### config.mk
export PLATFORM = sky130hd
export DESIGN_NAME = mem_16x73_arb
export DESIGN_NICKNAME = d
export VERILOG_FILES = /design/src/rtl/mem_arb_pkg.sv /design/src/rtl/mem_arb_rr2.sv /design/src/rtl/mem_16x73_arb.sv
export SDC_FILE = /design/constraint.sdc
export NUM_CORES = 1
export LEC_CHECK = 0
export BUFFER_PORTS_ARGS = -buffer_cell sky130_fd_sc_hd__buf_2
export CORE_AREA = 4 4 179 181
export DETAILED_ROUTE_END_ITERATION = 10
export DIE_AREA = 0 0 183 185
export PLACE_DENSITY_LB_ADDON = 0.1
export SLEW_MARGIN = 0
export SYNTH_ARGS = -nofsm -noshare
export SYNTH_HDL_FRONTEND = slang
export SYNTH_SLANG_ARGS = --single-unit
### constraint.sdc
create_clock -name clk -period 1.82 [get_ports clk]
set_input_delay 0.091 -clock clk [delete_from_list [all_inputs] [get_ports clk]]
set_output_delay 0.091 -clock clk [all_outputs]
set_load 0.05 [all_outputs]
### src/rtl/mem_arb_pkg.sv
// Shared types and constants for the 16x73 memory arbiter/sequencer.
package mem_arb_pkg;

  localparam int MEM_DEPTH  = 16;
  localparam int MEM_DATA_W = 73;

  typedef enum logic {
    REQ_A = 1'b0,
    REQ_B = 1'b1
  } req_id_e;

  typedef enum logic {
    ST_INIT = 1'b0,
    ST_RUN  = 1'b1
  } arb_state_e;

  typedef struct packed {
    logic    valid;
    req_id_e id;
  } tag_t;

endpackage

### src/rtl/mem_arb_rr2.sv
// Two-way round-robin grant; the priority pointer moves only on an accepted grant.
module mem_arb_rr2
  import mem_arb_pkg::*;
(
  input  logic clk,
  input  logic rst_n,
  input  logic en,
  input  logic a_valid,
  input  logic b_valid,
  output logic a_gnt,
  output logic b_gnt
);

  req_id_e prio_r;

  // grant selection: single requester wins outright, conflicts go to prio_r
  always_comb begin
    a_gnt = 1'b0;
    b_gnt = 1'b0;
    if (en) begin
      if (a_valid && b_valid) begin
        if (prio_r == REQ_A) begin
          a_gnt = 1'b1;
        end else begin
          b_gnt = 1'b1;
        end
      end else begin
        a_gnt = a_valid;
        b_gnt = b_valid;
      end
    end else begin
      a_gnt = 1'b0;
      b_gnt = 1'b0;
    end
  end

  // pointer hands priority to the requester not granted last
  always_ff @(posedge clk or negedge rst_n) begin
    if (!rst_n) begin
      prio_r <= REQ_A;
    end else if (a_gnt) begin
      prio_r <= REQ_B;
    end else if (b_gnt) begin
      prio_r <= REQ_A;
    end else begin
      prio_r <= prio_r;
    end
  end

endmodule

### src/rtl/mem_16x73_arb.sv
// Two-requester arbiter/sequencer for the 16x73 memory macro (2-clock read latency).
// Optional power-up zero fill of the macro is enabled by defining MEM_16X73_ARB_INIT_EN.
module mem_16x73_arb
  import mem_arb_pkg::*;
#(
  parameter int ADDR_W = 4,
  parameter int DATA_W = MEM_DATA_W,
  parameter int RD_LAT = 2
) (
  input  logic              clk,
  input  logic              rst_n,
  input  logic              a_req_valid,
  output logic              a_req_ready,
  input  logic              a_req_wr,
  input  logic [ADDR_W-1:0] a_req_addr,
  input  logic [DATA_W-1:0] a_req_wdata,
  output logic              a_rsp_valid,
  output logic [DATA_W-1:0] a_rsp_data,
  input  logic              b_req_valid,
  output logic              b_req_ready,
  input  logic              b_req_wr,
  input  logic [ADDR_W-1:0] b_req_addr,
  input  logic [DATA_W-1:0] b_req_wdata,
  output logic              b_rsp_valid,
  output logic [DATA_W-1:0] b_rsp_data,
  output logic              mem_wr_en,
  output logic [ADDR_W-1:0] mem_wr_addr,
  output logic [DATA_W-1:0] mem_wr_data,
  output logic              mem_rd_en,
  output logic [ADDR_W-1:0] mem_rd_addr,
  input  logic [DATA_W-1:0] mem_rd_data,
  output logic              busy
);

  arb_state_e        state_r;
  arb_state_e        state_nxt_s;
  logic              init_s;
  logic              en_s;
  logic              gnt_a_s;
  logic              gnt_b_s;
  logic              acc_s;
  logic              sel_wr_s;
  logic [ADDR_W-1:0] sel_addr_s;
  logic [DATA_W-1:0] sel_wdata_s;
  req_id_e           sel_id_s;
  tag_t              tag_r [RD_LAT+1];
  logic              rd_pend_s;
  logic              hit_a_s;
  logic              hit_b_s;

`ifdef MEM_16X73_ARB_INIT_EN
  logic [ADDR_W-1:0] init_cnt_r;

  // zero-fill address counter, advances only while in INIT
  always_ff @(posedge clk or negedge rst_n) begin
    if (!rst_n) begin
      init_cnt_r <= {ADDR_W{1'b0}};
    end else if (init_s) begin
      init_cnt_r <= init_cnt_r + {{(ADDR_W-1){1'b0}}, 1'b1};
    end else begin
      init_cnt_r <= init_cnt_r;
    end
  end

  assign init_s = (state_r == ST_INIT);
`else
  assign init_s = 1'b0;
`endif

  // state register
  always_ff @(posedge clk or negedge rst_n) begin
    if (!rst_n) begin
`ifdef MEM_16X73_ARB_INIT_EN
      state_r <= ST_INIT;
`else
      state_r <= ST_RUN;
`endif
    end else begin
      state_r <= state_nxt_s;
    end
  end

  // next state: INIT leaves after the last fill address
  always_comb begin
    state_nxt_s = state_r;
    case (state_r)
      ST_INIT: begin
`ifdef MEM_16X73_ARB_INIT_EN
        if (init_cnt_r == {ADDR_W{1'b1}}) begin
          state_nxt_s = ST_RUN;
        end else begin
          state_nxt_s = ST_INIT;
        end
`else
        state_nxt_s = ST_RUN;
`endif
      end
      ST_RUN:  state_nxt_s = ST_RUN;
      default: state_nxt_s = ST_RUN;
    endcase
  end

  // rst_n in the enable keeps ready low while reset is held
  assign en_s = (state_r == ST_RUN) & rst_n;

  mem_arb_rr2 u_rr2 (
    .clk     (clk),
    .rst_n   (rst_n),
    .en      (en_s),
    .a_valid (a_req_valid),
    .b_valid (b_req_valid),
    .a_gnt   (gnt_a_s),
    .b_gnt   (gnt_b_s)
  );

  assign a_req_ready = gnt_a_s;
  assign b_req_ready = gnt_b_s;
  assign acc_s       = gnt_a_s | gnt_b_s;

  // payload of the granted requester
  always_comb begin
    sel_wr_s    = 1'b0;
    sel_addr_s  = {ADDR_W{1'b0}};
    sel_wdata_s = {DATA_W{1'b0}};
    sel_id_s    = REQ_A;
    if (gnt_b_s) begin
      sel_wr_s    = b_req_wr;
      sel_addr_s  = b_req_addr;
      sel_wdata_s = b_req_wdata;
      sel_id_s    = REQ_B;
    end else begin
      sel_wr_s    = a_req_wr;
      sel_addr_s  = a_req_addr;
      sel_wdata_s = a_req_wdata;
      sel_id_s    = REQ_A;
    end
  end

  // macro port registers; addresses and data hold on idle cycles
  always_ff @(posedge clk or negedge rst_n) begin
    if (!rst_n) begin
      mem_wr_en   <= 1'b0;
      mem_wr_addr <= {ADDR_W{1'b0}};
      mem_wr_data <= {DATA_W{1'b0}};
      mem_rd_en   <= 1'b0;
      mem_rd_addr <= {ADDR_W{1'b0}};
    end
`ifdef MEM_16X73_ARB_INIT_EN
    else if (init_s) begin
      mem_wr_en   <= 1'b1;
      mem_wr_addr <= init_cnt_r;
      mem_wr_data <= {DATA_W{1'b0}};
      mem_rd_en   <= 1'b0;
      mem_rd_addr <= mem_rd_addr;
    end
`endif
    else begin
      mem_wr_en <= acc_s & sel_wr_s;
      mem_rd_en <= acc_s & ~sel_wr_s;
      if (acc_s && sel_wr_s) begin
        mem_wr_addr <= sel_addr_s;
        mem_wr_data <= sel_wdata_s;
      end else begin
        mem_wr_addr <= mem_wr_addr;
        mem_wr_data <= mem_wr_data;
      end
      if (acc_s && !sel_wr_s) begin
        mem_rd_addr <= sel_addr_s;
      end else begin
        mem_rd_addr <= mem_rd_addr;
      end
    end
  end

  // read tag pipeline: stage 0 lines up with mem_rd_en, last stage with mem_rd_data
  always_ff @(posedge clk or negedge rst_n) begin
    if (!rst_n) begin
      for (int i = 0; i <= RD_LAT; i++) begin
        tag_r[i] <= '{valid: 1'b0, id: REQ_A};
      end
    end else begin
      tag_r[0] <= '{valid: (acc_s & ~sel_wr_s), id: sel_id_s};
      for (int i = 1; i <= RD_LAT; i++) begin
        tag_r[i] <= tag_r[i-1];
      end
    end
  end

  // any read still travelling through the macro
  always_comb begin
    rd_pend_s = 1'b0;
    for (int i = 0; i <= RD_LAT; i++) begin
      rd_pend_s = rd_pend_s | tag_r[i].valid;
    end
  end

  assign busy    = rst_n & (init_s | rd_pend_s);
  assign hit_a_s = tag_r[RD_LAT].valid & (tag_r[RD_LAT].id == REQ_A);
  assign hit_b_s = tag_r[RD_LAT].valid & (tag_r[RD_LAT].id == REQ_B);

  // response capture and steering; the other requester's data holds
  always_ff @(posedge clk or negedge rst_n) begin
    if (!rst_n) begin
      a_rsp_valid <= 1'b0;
      a_rsp_data  <= {DATA_W{1'b0}};
      b_rsp_valid <= 1'b0;
      b_rsp_data  <= {DATA_W{1'b0}};
    end else begin
      a_rsp_valid <= hit_a_s;
      b_rsp_valid <= hit_b_s;
      if (hit_a_s) begin
        a_rsp_data <= mem_rd_data;
      end else begin
        a_rsp_data <= a_rsp_data;
      end
      if (hit_b_s) begin
        b_rsp_data <= mem_rd_data;
      end else begin
        b_rsp_data <= b_rsp_data;
      end
    end
  end

endmodule

[Word level (Yosys, flattened, before mapping)]
Cells that the tools add are included.
Operators by class
  multiplexer cells: 12
  bitwise gates (word level): 10
  reduce and logical (&&, ||, !) cells: 5
Operator list (count)
  two-way mux 73 bit: 1
  two-way mux 1 bit: 10
  AND 1 bit: 5
  two-way mux 4 bit: 1
  logical AND 1 bit: 3
  bitwise OR 1 bit: 3
  inverter 1 bit: 2
  nonzero test 2 bit: 1
  zero test 1 bit: 1
Storage, ports and cells
  register bits: 237
  bits of input ports: 233
  output and inout port bits: 234
  word-level logic and storage cells: 42

[Logic depth before layout (Yosys ltp)]
Gate-level depths: netlist of run 1.
  word-level depth: 6
  mapped depth: 7

[Hierarchy]
Synthesis of run 1 repeated with hierarchy kept, for this count alone.
Second synthesis, totals
  cell total of the unflattened synthesis: 941
  area, all modules: 10428.8 um2
By module, submodules not included
  mem_16x73_arb: instances 1, cells each 933, area an instance 10367.4 um2
  mem_arb_rr2: instances 1, cells each 8, area an instance 61.3 um2

[Worst setup path after synthesis of run 1]
No wires, ideal clock.
  path type: register to register
  start: reg u_rr2.prio_r
  end: reg mem_wr_data[23]
  library setup time: 137 ps
  arrival time: 1337 ps
  data required time: 1683 ps
  setup slack: 346 ps
  stages on the path, launching flop included: 8
  period minus slack after synthesis: 1474 ps
  cells stage by stage: dfrtp_1 -> nand2b_1 -> and3_1 -> buf_4 -> buf_8 -> buf_12 -> mux2i_1 -> a21oi_1
On the way
  word-level cells in the longest chain between the ends: 5
  elaborated cells between the ends (all ways): 10
RTL lines
  start: declaration: RTL line mem_arb_rr2.sv:14  | req_id_e prio_r;
  start signal: assignment: RTL line mem_arb_rr2.sv:46  | prio_r <= prio_r;
  two-way mux 1 bit: RTL line mem_arb_rr2.sv:22  | if (prio_r == REQ_A) begin
  two-way mux 1 bit: RTL line mem_arb_rr2.sv:21  | if (a_valid && b_valid) begin
  two-way mux 1 bit: RTL line mem_arb_rr2.sv:20  | if (en) begin
  bitwise OR 1 bit / two-way mux 1 bit (equally long branches): RTL line mem_16x73_arb.sv:118, mem_16x73_arb.sv:126
  logical AND 1 bit: RTL line mem_16x73_arb.sv:160  | if (acc_s && sel_wr_s) begin
  end signal: assignment: RTL line mem_16x73_arb.sv:144  | mem_wr_data <= {DATA_W{1'b0}};
  end signal: assignment: RTL line mem_16x73_arb.sv:162  | mem_wr_data <= sel_wdata_s;
  end signal: assignment: RTL line mem_16x73_arb.sv:165  | mem_wr_data <= mem_wr_data;
  end: declaration: RTL line mem_16x73_arb.sv:28  | output logic [DATA_W-1:0] mem_wr_data,
Several ways; a longest one is shown, not always the timed one.
A chain may end at the register's enable or synchronous reset.

[Final worst setup path of run 1]
  start: reg u_rr2.prio_r
  end: out b_req_ready
On the way
  word-level cells in the longest chain between the ends: 3
RTL lines
  two-way mux 1 bit: RTL line mem_arb_rr2.sv:22
  two-way mux 1 bit: RTL line mem_arb_rr2.sv:21
  two-way mux 1 bit: RTL line mem_arb_rr2.sv:20
  end: declaration: RTL line mem_16x73_arb.sv:20  | output logic b_req_ready,
No other way between the ends.

==> results of run 1 <==
final timing paths:
path	cells after the start	startpoint	to
hold reg to reg	0	tag_r[4]	tag_r[2]
setup / recovery	4	u_rr2.prio_r	b_req_ready
hold / removal	1	rst_n	mem_wr_addr[3]
min in group clk	5	a_req_wr	tag_r[5]
setup reg to reg	7	u_rr2.prio_r	mem_wr_data[64]
max in group asynchronous	3	rst_n	a_rsp_data[62]
cell usage after synthesis, types with 3 or more instances:
cell	instances	share of area, %
dfrtp_1	237	63
mux2i_1	77	8.2
buf_2	22	1.2
and2_1	4	0.26
buf_4	3	0.24
clkbuf_1	17	0.68
o21ai_0	4	0.21
nand2_1	223	8.9
nor2_1	77	3.1
clkbuf_4	3	0.24
a21oi_1	78	4.1
mux2_2	73	8.7
layer usage:
metal	up-vias	track usage [%]	routed length, µm
met2	357	33.7	16700
li1	4166	-	-
met3	60	5.26	2810
met5	-	0	27
met4	4	5.15	864
met1	4009	22.7	13100
cell families (layout without fill, tap and decap cells):
kind of cell / after synthesis / in the layout / share of synthesized area [%]
flops: 237 / 237 / 62.8
compound gates: 87 / 87 / 4.78
buf+inv: 52 / 772 / 3.06
mux: 150 / 150 / 16.9
simple gates: 309 / 309 / 12.5
placed cells by master (no fill, tap or decap), types with 2 or more instances in the layout:
cell           instances
nor2b_1                2
dfrtp_1              237
mux2_2                73
buf_12                10
mux2i_1               77
clkbuf_16             27
buf_2                463
o21ai_0                4
clkinv_2               8
buf_4                 14
dlygate4sd3_1        230
nor2_1                77
and2_1                 3
nand2_1              223
clkbuf_1               5
clkbuf_8               6
a21oi_1               78
flip-flops by register name, summed over array words and instances (netlist names):
signal	flops
b_rsp_valid	1
a_rsp_data	73
mem_rd_addr	4
tag_r	6
mem_wr_en	1
a_rsp_valid	1
mem_wr_addr	4
b_rsp_data	73
u_rr2.prio_r	1
mem_wr_data	73
layout make-up:
type                       count  area share, %
sequential                   237           38.1
tap                          396           3.18
clock buffer                  38           4.99
clock inverter                10          0.506
timing repair buffer         722           32.2
multi-input combinational    546           20.9
inverter                       2         0.0482
power groups by stage:
stage               clock [mW]  sequential [mW]  combinational [mW]
finish                    5.18             7.47                9.73
floorplan                    0             12.6                1.57
global placement             0             7.54                9.35
global route              5.59             7.67                10.2
CTS                       5.38             7.49                9.83
detailed placement           0             7.56                9.41
worst max-delay path: stages (launching register included):
cell	delay [ns]
dfrtp_1	0.38
nand2b_4	0.16
and3_4	0.21
buf_16	0.19
buf_6	0.18
repair_timing:
action                                  in CTS  in global routing
pin swaps                                    1                  0
cloned                                       1                  0
gates resized for setup                      4                  2
hold endpoints to repair                   416                162
endpoints found under the setup margin       2                  8
setup buffers                                2                  0
==> impl_results.md, run 1 <==
* Status: finished with violations
* Violated checks: hold timing
* Synth cell types at 24
* Initial Util at between 30% and 40%
* Total wire length at 33.6 mm
* Setup violators final at 0
* First drt pass iteration count at 4
* Ant. Diodes at 0
* CORE AREA at 30,400 µm²
* Arr. time, crit path at 1.66 ns
* Pin count of the biggest net entering global routing at 66
* Max Slew Vio Count at 0
* PwrDens at between 1000 and 1500 nW/µm²
* Post-CTS Hold Fix Bufs at 231
* # clock sinks at 237
* Row cnt at 64
* Post-route cell area at around 16,000 µm²
* Slew @ Worst Pin at 0.823 ns
* Max-slew headroom at 45.1%
* DRC Markers at 0
* HPWL Detailed at 23.1 mm
* Initial DRC Count at 385
* DR vias/cell at 4.41
* Sequential Area at 5930 µm²
* Mean area per synthesized cell at 11.3 µm²
* Initial antenna violation count at 2
* DR WL/cell at 17.2 µm
* Layout area overhead at 64.8%
* Htree depth at 1
* Achievable Freq at 571 MHz
* Synthesized net count at between 1,000 and 1,500
* Pleak at 7.75 nW
* RSZ-0062 raised after global routing: false
* Logic pwr share at 43.5%
* Die area at approximately 34,000 µm²
* Mapped cell area at around 9400 µm²
* First-pass GRT wire length at 51.0 mm
* FILL cells at between 2,000 and 3,000
* Worst Skew at about 0.013 ns
* Worst-skew pair later-pin latency at 0.52 ns
* Final core occ at 51.1%
* Fin Setup TNS at 0 ns
* Top Ports at 467
* Flops & latches, synth at 237
* Final #Nets at 1,768
* Sw frac at 45.1%
* Max-cap violations at 0
* Power Total at 22.4 mW
* Register area share after synthesis at 62.8%
* Crit start category: register
* Fin Hold WS at -0.629 ns
* CP Capture Type: primary output
* Post-route ant nets at 0
* Cells after Synth at about 840
* Crit Path Class: reg -> out
* CTS buffer count at 26
* Worst Path Max Fanout at 22
* Primary FF master, synth: dfrtp_1
* IO buf count at between 400 and 500
* VDD IR max at 0.000599 V
* Die H at 185 µm
* Crit path time final at 1.75 ns
* GRT overflow at 0
* Ys async rst share at 100%
* Reg2reg setup slack at between 0.1 and 0.15 ns
* Yosys warns at 0
* Chip Width at 183 µm
* Place WS at ~0.14 ns
* Gr usage total at between 10% and 20%
* Switching power at 10.1 mW
* Share of cells above drive strength 1 at 39.5%
* Req. time, crit path at 1.73 ns
* Placed instance area at 12,300 µm²
* Reg power frac at about a third
* Layout Cells excl Fill at 1,951
* Number of synthesized flops with an enable pin at 0
* PnR worst setup slack at 0.0694 ns
* CTS clk-pin slew, worst paths at about 0.06 ns
* Via count at 8,596
* Clock power share at 23.2%
* Internal at 12.3 mW
* Final Hold Violating Endpoints at 162
* CTS max path bufs at 3
* CTS tree: built
* Multi-input logic area at roughly 3300 µm²
* Crit share post-route at 96.2%
* Placed cells at 1,669
* Clock root buffer: clkbuf_16
* Min-Delay Path Class: in -> async
* GPL Wtd Cong at 0.763
* Vias in the first global route at 9,061
Note: power is estimated with default switching activity, not from simulation.
==> run 2: changes to the inputs <==
--- a/config.mk
+++ b/config.mk
@@ -10,6 +10,7 @@
 export DETAILED_ROUTE_END_ITERATION = 10
 export DIE_AREA = 0 0 183 185
 export PLACE_DENSITY_LB_ADDON = 0.1
+export SETUP_SLACK_MARGIN = 0.2
 export SLEW_MARGIN = 0
 export SYNTH_ARGS = -nofsm -noshare
 export SYNTH_HDL_FRONTEND = slang
==> impl_results.md, run 2 (synthesis results as in run 1) <==
* Status: finished with violations
* Violated checks: hold timing
* Post-route ant nets at 0
* RSZ-0062 raised after global routing: true
* Chip Width at 183 µm
* FF-to-FF Start: u_rr2.prio_r
* Reg2reg setup slack at 0.20 ns
* CTS max path bufs at 3
* Final core occ at 52.2%
* # clock sinks at 237
* Initial Util at 31.0%
* Arr. time, crit path at approximately 1.6 ns
* Min-Delay Path Class: in -> async
* Slew @ Worst Pin at 0.819 ns
* PwrDens at 1420 nW/µm²
* Layout area overhead at 68.2%
* Initial DRC Count at 438
* HPWL Detailed at 23.1 mm
* Initial antenna violation count at 2
* Most common cell after layout, fill and taps aside: buf_2
* Setup violators final at 0
* Clock root buffer: clkbuf_16
* Crit path time final at 1.64 ns
* PnR worst setup slack at ~0.18 ns
* IO buf count at approximately 470
* CTS buffer count at 26
* Worst-skew pair later-pin latency at 0.52 ns
* GRT overflow at 0
* Die area at ~34,000 µm²
* Fin Setup TNS at 0 ns
* Reg-to-reg critical path endpoint: mem_wr_data[10]
* Htree depth at 1
* Req. time, crit path at 1.73 ns
* Final #Nets at 1,785
* CP Capture Type: primary output
* Via count at 8,695
* Place WS at 0.138 ns
* Post-CTS Hold Fix Bufs at around 230
* Crit start category: register
* CTS clk-pin slew, worst paths at around 0.06 ns
* Critical Path Start: u_rr2.prio_r
* Max Slew Vio Count at 0
* Setup crit end: b_req_ready
* Placed cells at 1,669
* CTS tree: built
* First-pass GRT wire length at 51.9 mm
* Top Ports at about 470
* Worst Path Max Fanout at 4
* DRC Markers at 0
* Achievable Freq at 611 MHz
* Fin Hold WS at -0.628 ns
* Crit share post-route at 90.0%
* Max-slew headroom at 45.4%
* Post-route cell area at between 15,000 and 20,000 µm²
* R2R cell count at 7
* Biggest regs: a_rsp_data: 73 flops, b_rsp_data: 73 flops, mem_wr_data: 73 flops
* DR WL/cell at 17.6 µm
* Worst Skew at 0.0125 ns
* Gr usage total at 19.3%
* Max-cap violations at 0
* First drt pass iteration count at 6
* Row cnt at 64
* DR vias/cell at 4.42
* CORE AREA at 30,400 µm²
* FILL cells at about 2,800
* Layout Cells excl Fill at between 1,500 and 2,000
* Power Total at 22.5 mW
* Pleak at 7.88 nW
* Total wire length at 34.7 mm
* Vias in the first global route at between 9,000 and 10,000
* Most frequent cells in the layout: buf_2 (463), dfrtp_1 (237), dlygate4sd3_1 (230)
* Die H at 185 µm
* Final Hold Violating Endpoints at approximately 160
* Pin count of the biggest net entering global routing at 66
* GPL Wtd Cong at 0.763
* Placed instance area at approximately 12,000 µm²
* VDD IR max at 0.000599 V
* Share of cells above drive strength 1 at 41.2%
* Crit Path Class: reg -> out
==> run 2: cell count changes in the layout (fill, tap and decap cells not counted), moves of 2 or more <==
cell	change
clkbuf_16	+2
mux2i_1	-16
buf_16	+4
buf_8	+4
mux2i_2	+15
buf_4	+9
==> run 2: power breakdown <==
part	switching (mW)	total, mW	internal (mW)
sequential	0.750	7.47	6.72
combinational	7.31	9.88	2.57
clock	2.09	5.19	3.09
total	10.2	22.5	12.4
==> run 2: worst max-delay path: stages, from the launching register on <==
cell and delay [ns]:
dfrtp_1 0.40, nand2b_4 0.16, and3_4 0.18, buf_16 0.14
buf_12 0.14
==> run 2: cell type report <==
| class | instances | area, µm² | area share [%] |
|---|---|---|---|
| clock buffer | 38 | 777 | 4.89 |
| tap | 396 | 495 | 3.12 |
| multi-input combinational | 546 | 3330 | 20.9 |
| timing repair buffer | 739 | 5270 | 33.1 |
| clock inverter | 10 | 78.8 | 0.496 |
| sequential | 237 | 5930 | 37.3 |
| inverter | 2 | 7.51 | 0.0473 |
| antenna | 1 | 2.50 | 0.0158 |
==> run 2: worst min path at each step <==
| stage | from | to | cells past startpoint |
|---|---|---|---|
| after detailed placement | rst_n | mem_wr_addr[3] | 1 |
| final | rst_n | mem_wr_addr[3] | 1 |
| after CTS | rst_n | mem_wr_addr[3] | 1 |
| after global placement | rst_n | mem_wr_addr[3] | 1 |
| after floorplan | rst_n | a_rsp_data[0] | 0 |
| after global routing | rst_n | mem_wr_addr[3] | 1 |
==> run 2: per-layer routing <==
metal / share of wire [%] / vias up / wire, µm / GRT usage [%]
li1: - / 4206 / - / -
met1: 39 / 4072 / 13400 / 22.9
met2: 50 / 355 / 17300 / 34.2
met3: 8.8 / 58 / 3050 / 5.71
met4: 2.7 / 4 / 928 / 5.57
met5: 0.078 / - / 27 / 0
==> run 2: repair_timing <==
action,in CTS,in global routing
setup endpoints to repair,59,49
pin swaps,1,15
endpoints found under the hold margin,416,162
setup buffers,6,9
gates cloned,3,2
gates resized for setup,17,22
